### config.mk
export PLATFORM = sky130hd
export DESIGN_NAME = complex_butterfly_pipe_flat
export DESIGN_NICKNAME = d
export VERILOG_FILES = /design/src/rtl/complex_butterfly_pipe_if.sv /design/src/rtl/complex_butterfly_pipe.sv /design/src/flat_wrapper.sv
export SDC_FILE = /design/constraint.sdc
export NUM_CORES = 1
export LEC_CHECK = 0
export ABC_AREA = 0
export BUFFER_PORTS_ARGS = -buffer_cell sky130_fd_sc_hd__clkbuf_2
export CORE_MARGIN = 2
export CORE_UTILIZATION = 52
export DETAILED_ROUTE_END_ITERATION = 6
export GPL_TIMING_DRIVEN = 0
export PLACE_DENSITY = 0.77
export SYNTH_ARGS = -nofsm -noshare
export SYNTH_HDL_FRONTEND = slang
export SYNTH_SLANG_ARGS = --single-unit
### constraint.sdc
create_clock -name clk -period 2.05 [get_ports clk]
set_clock_uncertainty 0.05 [all_clocks]
set_input_delay 0 -clock clk [delete_from_list [all_inputs] [get_ports clk]]
set_output_delay 0 -clock clk [all_outputs]
set_load 0.005 [all_outputs]
### src/rtl/complex_butterfly_pipe_if.sv
`default_nettype none
// +------------------------------------------------------------------+
// | complex_butterfly_pipe_if                                        |
// | Valid/ready operand and result bundle for the butterfly pipe.   |
// | Rev 1.0                                                          |
// +------------------------------------------------------------------+
interface complex_butterfly_pipe_if #(
    parameter int W = 16
);
    logic           in_valid;
    logic           in_ready;
    logic [2*W-1:0] a;
    logic [2*W-1:0] b;
    logic           scale;
    logic           out_valid;
    logic           out_ready;
    logic [2*W-1:0] sum;
    logic [2*W-1:0] diff;
    logic           out_sat;

    modport master (
        output in_valid, a, b, scale, out_ready,
        input  in_ready, out_valid, sum, diff, out_sat
    );

    modport slave (
        input  in_valid, a, b, scale, out_ready,
        output in_ready, out_valid, sum, diff, out_sat
    );
endinterface
`default_nettype wire

### src/rtl/complex_butterfly_pipe.sv
`default_nettype none
// +------------------------------------------------------------------+
// | complex_butterfly_pipe                                           |
// | Two-stage radix-2 butterfly (a+b, a-b) with halve/saturate mode. |
// | Rev 1.0                                                          |
// +------------------------------------------------------------------+
module complex_butterfly_pipe #(
    parameter int W     = 16,
    parameter int CNT_W = 16
) (
    input  wire logic               clk,
    input  wire logic               rst_n,
    complex_butterfly_pipe_if.slave bus,
    input  wire logic               clr_stats,
    output logic                    ovf_sticky,
    output logic [CNT_W-1:0]        sat_count
);

    localparam logic signed [W:0] c_MAX = {2'b00, {(W-1){1'b1}}};
    localparam logic signed [W:0] c_MIN = {2'b11, {(W-1){1'b0}}};

    typedef struct packed {
        logic         clamp;
        logic [W-1:0] val;
    } comp_t;

    // Halving drops the LSB of the W+1-bit value (floor); otherwise clamp to W bits.
    function automatic comp_t shape(input logic signed [W:0] x, input logic halve);
        comp_t r;
        r.clamp = 1'b0;
        r.val   = x[W-1:0];
        if (halve) begin
            r.val = x[W:1];
        end else if (x > c_MAX) begin
            r.clamp = 1'b1;
            r.val   = c_MAX[W-1:0];
        end else if (x < c_MIN) begin
            r.clamp = 1'b1;
            r.val   = c_MIN[W-1:0];
        end
        return r;
    endfunction

    logic                r_s1_valid;
    logic                r_s1_scale;
    logic signed [W:0]   r_s1_sr;
    logic signed [W:0]   r_s1_si;
    logic signed [W:0]   r_s1_dr;
    logic signed [W:0]   r_s1_di;

    logic                r_out_valid;
    logic [2*W-1:0]      r_sum;
    logic [2*W-1:0]      r_diff;
    logic                r_out_sat;
    logic                r_ovf_sticky;
    logic [CNT_W-1:0]    r_sat_count;

    logic                w_s2_en;
    logic                w_s1_en;
    logic                w_in_fire;
    logic                w_s2_load;
    logic [W-1:0]        w_ar;
    logic [W-1:0]        w_ai;
    logic [W-1:0]        w_br;
    logic [W-1:0]        w_bi;
    comp_t               w_sr;
    comp_t               w_si;
    comp_t               w_dr;
    comp_t               w_di;
    logic                w_sat;

    // Handshake: a stage may advance when the stage after it is empty or draining.
    assign w_s2_en   = !r_out_valid || bus.out_ready;
    assign w_s1_en   = !r_s1_valid || w_s2_en;
    assign w_in_fire = bus.in_valid && w_s1_en;
    assign w_s2_load = w_s2_en && r_s1_valid;

    assign w_ar = bus.a[2*W-1:W];
    assign w_ai = bus.a[W-1:0];
    assign w_br = bus.b[2*W-1:W];
    assign w_bi = bus.b[W-1:0];

    always_ff @(posedge clk or negedge rst_n) begin
        if (!rst_n) begin
            r_s1_valid <= 1'b0;
            r_s1_scale <= 1'b0;
            r_s1_sr    <= '0;
            r_s1_si    <= '0;
            r_s1_dr    <= '0;
            r_s1_di    <= '0;
        end else if (w_s1_en) begin
            r_s1_valid <= w_in_fire;
            if (w_in_fire) begin
                r_s1_scale <= bus.scale;
                r_s1_sr    <= {w_ar[W-1], w_ar} + {w_br[W-1], w_br};
                r_s1_si    <= {w_ai[W-1], w_ai} + {w_bi[W-1], w_bi};
                r_s1_dr    <= {w_ar[W-1], w_ar} - {w_br[W-1], w_br};
                r_s1_di    <= {w_ai[W-1], w_ai} - {w_bi[W-1], w_bi};
            end
        end
    end

    always_comb begin
        w_sr  = shape(r_s1_sr, r_s1_scale);
        w_si  = shape(r_s1_si, r_s1_scale);
        w_dr  = shape(r_s1_dr, r_s1_scale);
        w_di  = shape(r_s1_di, r_s1_scale);
        w_sat = w_sr.clamp | w_si.clamp | w_dr.clamp | w_di.clamp;
    end

    always_ff @(posedge clk or negedge rst_n) begin
        if (!rst_n) begin
            r_out_valid <= 1'b0;
            r_sum       <= '0;
            r_diff      <= '0;
            r_out_sat   <= 1'b0;
        end else if (w_s2_en) begin
            r_out_valid <= r_s1_valid;
            if (r_s1_valid) begin
                r_sum     <= {w_sr.val, w_si.val};
                r_diff    <= {w_dr.val, w_di.val};
                r_out_sat <= w_sat;
            end
        end
    end

    // A clear coinciding with a saturating load keeps that load's event.
    always_ff @(posedge clk or negedge rst_n) begin
        if (!rst_n) begin
            r_ovf_sticky <= 1'b0;
            r_sat_count  <= '0;
        end else if (clr_stats) begin
            r_ovf_sticky <= w_s2_load && w_sat;
            r_sat_count  <= (w_s2_load && w_sat) ? CNT_W'(1) : '0;
        end else if (w_s2_load && w_sat) begin
            r_ovf_sticky <= 1'b1;
            if (r_sat_count != {CNT_W{1'b1}}) begin
                r_sat_count <= r_sat_count + CNT_W'(1);
            end
        end
    end

    assign bus.in_ready  = w_s1_en;
    assign bus.out_valid = r_out_valid;
    assign bus.sum       = r_sum;
    assign bus.diff      = r_diff;
    assign bus.out_sat   = r_out_sat;
    assign ovf_sticky    = r_ovf_sticky;
    assign sat_count     = r_sat_count;

endmodule
`default_nettype wire

### src/flat_wrapper.sv
// flat-port wrapper written by rule: the top's interface ports become plain ports
module complex_butterfly_pipe_flat 
#(
    parameter int W     = 16,
    parameter int CNT_W = 16
)
  (clk, rst_n, clr_stats, ovf_sticky, sat_count, bus_in_valid, bus_a, bus_b, bus_scale, bus_out_ready, bus_in_ready, bus_out_valid, bus_sum, bus_diff, bus_out_sat);
  complex_butterfly_pipe_if #(.W(W)) bus_i ();
  input  wire logic clk;
  input  wire logic rst_n;
  input  wire logic clr_stats;
  output logic ovf_sticky;
  output logic [CNT_W-1:0] sat_count;
  input wire logic [$bits(bus_i.in_valid)-1:0] bus_in_valid;
  input wire logic [$bits(bus_i.a)-1:0] bus_a;
  input wire logic [$bits(bus_i.b)-1:0] bus_b;
  input wire logic [$bits(bus_i.scale)-1:0] bus_scale;
  input wire logic [$bits(bus_i.out_ready)-1:0] bus_out_ready;
  output wire logic [$bits(bus_i.in_ready)-1:0] bus_in_ready;
  output wire logic [$bits(bus_i.out_valid)-1:0] bus_out_valid;
  output wire logic [$bits(bus_i.sum)-1:0] bus_sum;
  output wire logic [$bits(bus_i.diff)-1:0] bus_diff;
  output wire logic [$bits(bus_i.out_sat)-1:0] bus_out_sat;
  assign bus_i.in_valid = bus_in_valid;
  assign bus_i.a = bus_a;
  assign bus_i.b = bus_b;
  assign bus_i.scale = bus_scale;
  assign bus_i.out_ready = bus_out_ready;
  assign bus_in_ready = bus_i.in_ready;
  assign bus_out_valid = bus_i.out_valid;
  assign bus_sum = bus_i.sum;
  assign bus_diff = bus_i.diff;
  assign bus_out_sat = bus_i.out_sat;
  complex_butterfly_pipe #(.W(W), .CNT_W(CNT_W)) u_core (.clk(clk), .rst_n(rst_n), .bus(bus_i), .clr_stats(clr_stats), .ovf_sticky(ovf_sticky), .sat_count(sat_count));
endmodule
==> summary.md <==
| Metric | Value |
|---|---|
| Setup crit end kind | register |
| Placer Congestion | 0.926 |
| All-Layer GR Usage | 27.8% |
| # DRC | 2 |
| WL/cell | 17.4 µm |
| Commonest cells after routing, fill and taps aside | 157 x nand2_1, 157 x clkbuf_2, 149 x dfrtp_1 |
| Clock share of power | 28.6% |
| Die Wd | 141 µm |
| Multi-input gate area | 0.00559 mm² |
| DR vias/cell | 5.79 |
| Crit start category | register |
| Final net count | 1,491 |
| Tmin final | 2.08 ns |
| First-pass GRT wire length | 44,000 µm |
| Fin. max-slew vios | 0 |
| Total negative setup slack | -0.0628 ns |
| Normalized max-slew margin | 58.3% |
| Top FF cell, synth | dfrtp_1 |
| Register area | 0.00378 mm² |
| Initial DRC count | 698 |
| EDFF count, synth | 0 |
| CTS Buf Count | 17 |
| Switching Fraction | 35.0% |
| Placed insts | 1,535 |
| Post-synthesis cell count | 1,148 |
| Sequential fraction of the synthesis area | 38.6% |
| Unrepaired setup endpoints after global routing | true |
| Placed Area | 0.0109 mm² |
| Comb pwr share | 31.7% |
| Largest net degree at the start of global routing | 113 |
| Die Span Y | 141 µm |
| Lkg Pwr | 5.65 nW |
| Clock Latency Late Sink | 0.42 ns |
| Die area | 0.0199 mm² |
| Failing checks | design-rule violations, negative setup slack |
| Clock Sink Count | 151 |
| Hold_ws | 0.0120 ns |
| Filler cell count | 1,558 |
| Antenna Nets Post-Route | 0 |
| Initial antenna violation count | 0 |
| Final Hold Vio Count | 0 |
| Port Buffers | 152 |
| Max frequency | 481 MHz |
| Final WS setup | -0.0282 ns |
| Final wirelength | 27,800 µm |
| Root buf cell | clkbuf_16 |
| Worst-path clk slew | 0.06 ns |
| First drt pass iteration count | 7 |
| Post-synth net total | 1,287 |
| Post-synth cell types | 72 |
| Critical Path AT | 2.32 ns |
| Cell Int Power | 7.11 mW |
| Share of cells above drive strength 1 | 20.4% |
| Final number of setup-violating endpoints | 3 |
| Psw | 3.83 mW |
| Syn. warnings | 0 |
| Worst Setup SP | u_core.r_s1_si[15] |
| Status | complete, but fails checks |
| Cell row count | 50 |
| Launching point of the worst reg2reg path | u_core.r_s1_si[15] |
| Post-route insts no fill | 1,599 |
| Vias after detailed routing | 9,261 |
| Initial cell density of the core | 52.7% |
| Max Fanout on Critical Path | 5 |
| Vias in the first global route | 8,775 |
| WS Path Type | reg2reg |
| Total gr overflow | 0 |
| #FFs+latches synth | 151 |
| # diodes | 0 |
| Worst hold path type | in2async |
| CTS Buffer Depth | 2 |
| Period Utilization, post-route | 101% |
| Worst-Margin Slew | 0.626 ns |
| Final HPWL DP | 20,100 µm |
| Pwr dens | 915 mW/mm² |
| I/O Pins | 154 |
| Final Instance Area | 0.0120 mm² |
| Cell Area, Synth | 0.00979 mm² |
| Ys async rst share | 100% |
| Max Cap Viol | 0 |
| Pre-CTS setup slack | -0.532 ns |
| Worst Path Required | 2.29 ns |
| Core area | 0.0186 mm² |
| Syn_area_per_cell | 8.53 µm² |
| Synth-to-layout area growth | 22.1% |
| H-tree lvl count | 4 |
| Sequential group share of total power | 39.7% |
| CTS tree | yes |
| Max IR drop VDD | 0.626 mV |
==> power by group through the flow <==
stage / sequential (mW) / combinational (mW) / clock, mW
2_1_floorplan: 4.18 / 1.98 / 0
3_3_place_gp: 4.31 / 3.10 / 0
3_5_place_dp: 4.32 / 3.21 / 0
4_1_cts: 4.30 / 3.37 / 3.15
5_1_grt: 4.40 / 3.84 / 3.30
6_report: 4.34 / 3.46 / 3.13
==> flip-flops by register name (all words and copies together), names as in the netlist <==
| signal | count |
|---|---|
| u_core.r_s1_di | 17 |
| u_core.bus.sum | 32 |
| u_core.bus.out_sat | 1 |
| u_core.sat_count | 16 |
| u_core.r_s1_sr | 16 |
| u_core.r_s1_valid | 1 |
| u_core.bus.out_valid | 1 |
| u_core.bus.diff | 32 |
| u_core.r_s1_si | 16 |
| u_core.ovf_sticky | 1 |
| u_core.r_s1_dr | 17 |
| u_core.r_s1_scale | 1 |
==> timing repair <==
item | in CTS | in global routing
hold buffers | 10 | 0
resized for setup | 34 | 33
hold endpoints to repair | 163 | 0
buffers inserted | 14 | 11
setup endpoints to repair | 111 | 79
cloned | 0 | 0
pin swaps | 6 | 12
==> through the flow <==
step / utilization (%) / power (mW)
after floorplan: - / 6.16
after global placement: 58.4 / 7.41
after detailed placement: 58.6 / 7.53
after CTS: 63.5 / 10.8
after global routing: 64.3 / 11.5
final: 64.3 / 10.9
==> final timing paths <==
check                                       to  slack, ns  cells after the start
hold / removal               u_core.r_s1_dr[7]       0.01                      2
setup reg to reg           u_core.sat_count[9]      -0.03                      7
min in group clk            u_core.r_s1_dr[16]       0.04                      5
hold reg to reg              u_core.bus.sum[4]       0.43                      2
setup / recovery           u_core.sat_count[9]      -0.03                      7
max in group asynchronous    u_core.r_s1_scale       1.08                      3
==> synth_stat cells (14+ instances only) <==
master / instances / share of area (%)
nand2_1: 160 / 6.1
a21oi_1: 82 / 4.2
maj3_1: 14 / 1.4
o31ai_1: 16 / 1.2
xnor2_1: 34 / 3.0
dfrtp_1: 151 / 39
ha_1: 65 / 8.3
clkbuf_1: 46 / 1.8
nand2b_1: 14 / 0.89
xor2_1: 17 / 1.5
nor2_1: 83 / 3.2
inv_1: 66 / 2.5
mux2i_1: 19 / 1.9
nand3b_1: 29 / 2.2
nor3_1: 37 / 1.9
nor2b_1: 15 / 0.96
o21ai_0: 134 / 6.8
==> final cells by class <==
class	count	area share, %
Buffer	66	2.95
Clock buffer	22	3.88
Clock inverter	10	1.02
Inverter	67	2.10
Multi-Input combinational cell	861	46.8
Sequential cell	151	31.6
Tap cell	234	2.45
Timing Repair Buffer	188	9.17
==> metal layers <==
metal,part of all wire (%),routed length (µm),global-route usage (%)
met2,49,13500,46.8
met3,6.5,1800,4.86
met4,3.4,933,11.2
met1,42,11600,35.8
met5,0,0,0
==> critical path, cell delays in order (launching register included) <==
cell      delay [ns]
dfrtp_1         0.42
and2b_4         0.29
nor4b_4         0.05
a311oi_4        0.42
o211ai_1        0.22
nor3_1          0.28
xnor2_1         0.17
nor2_1          0.05
==> kinds of logic after synthesis <==
| kind of cell | Yosys count | synth area share (%) |
|---|---|---|
| and+or+nand+nor | 396 | 19.2 |
| AOI/OAI and AO/OA | 311 | 18.9 |
| DFF | 151 | 38.6 |
| buffers and inverters | 136 | 6.07 |
| adders and majority gates | 83 | 10.6 |
| xor gates and xnor gates | 51 | 4.56 |
| muxes | 20 | 2.06 |
Power figures use the tool's default switching activity.
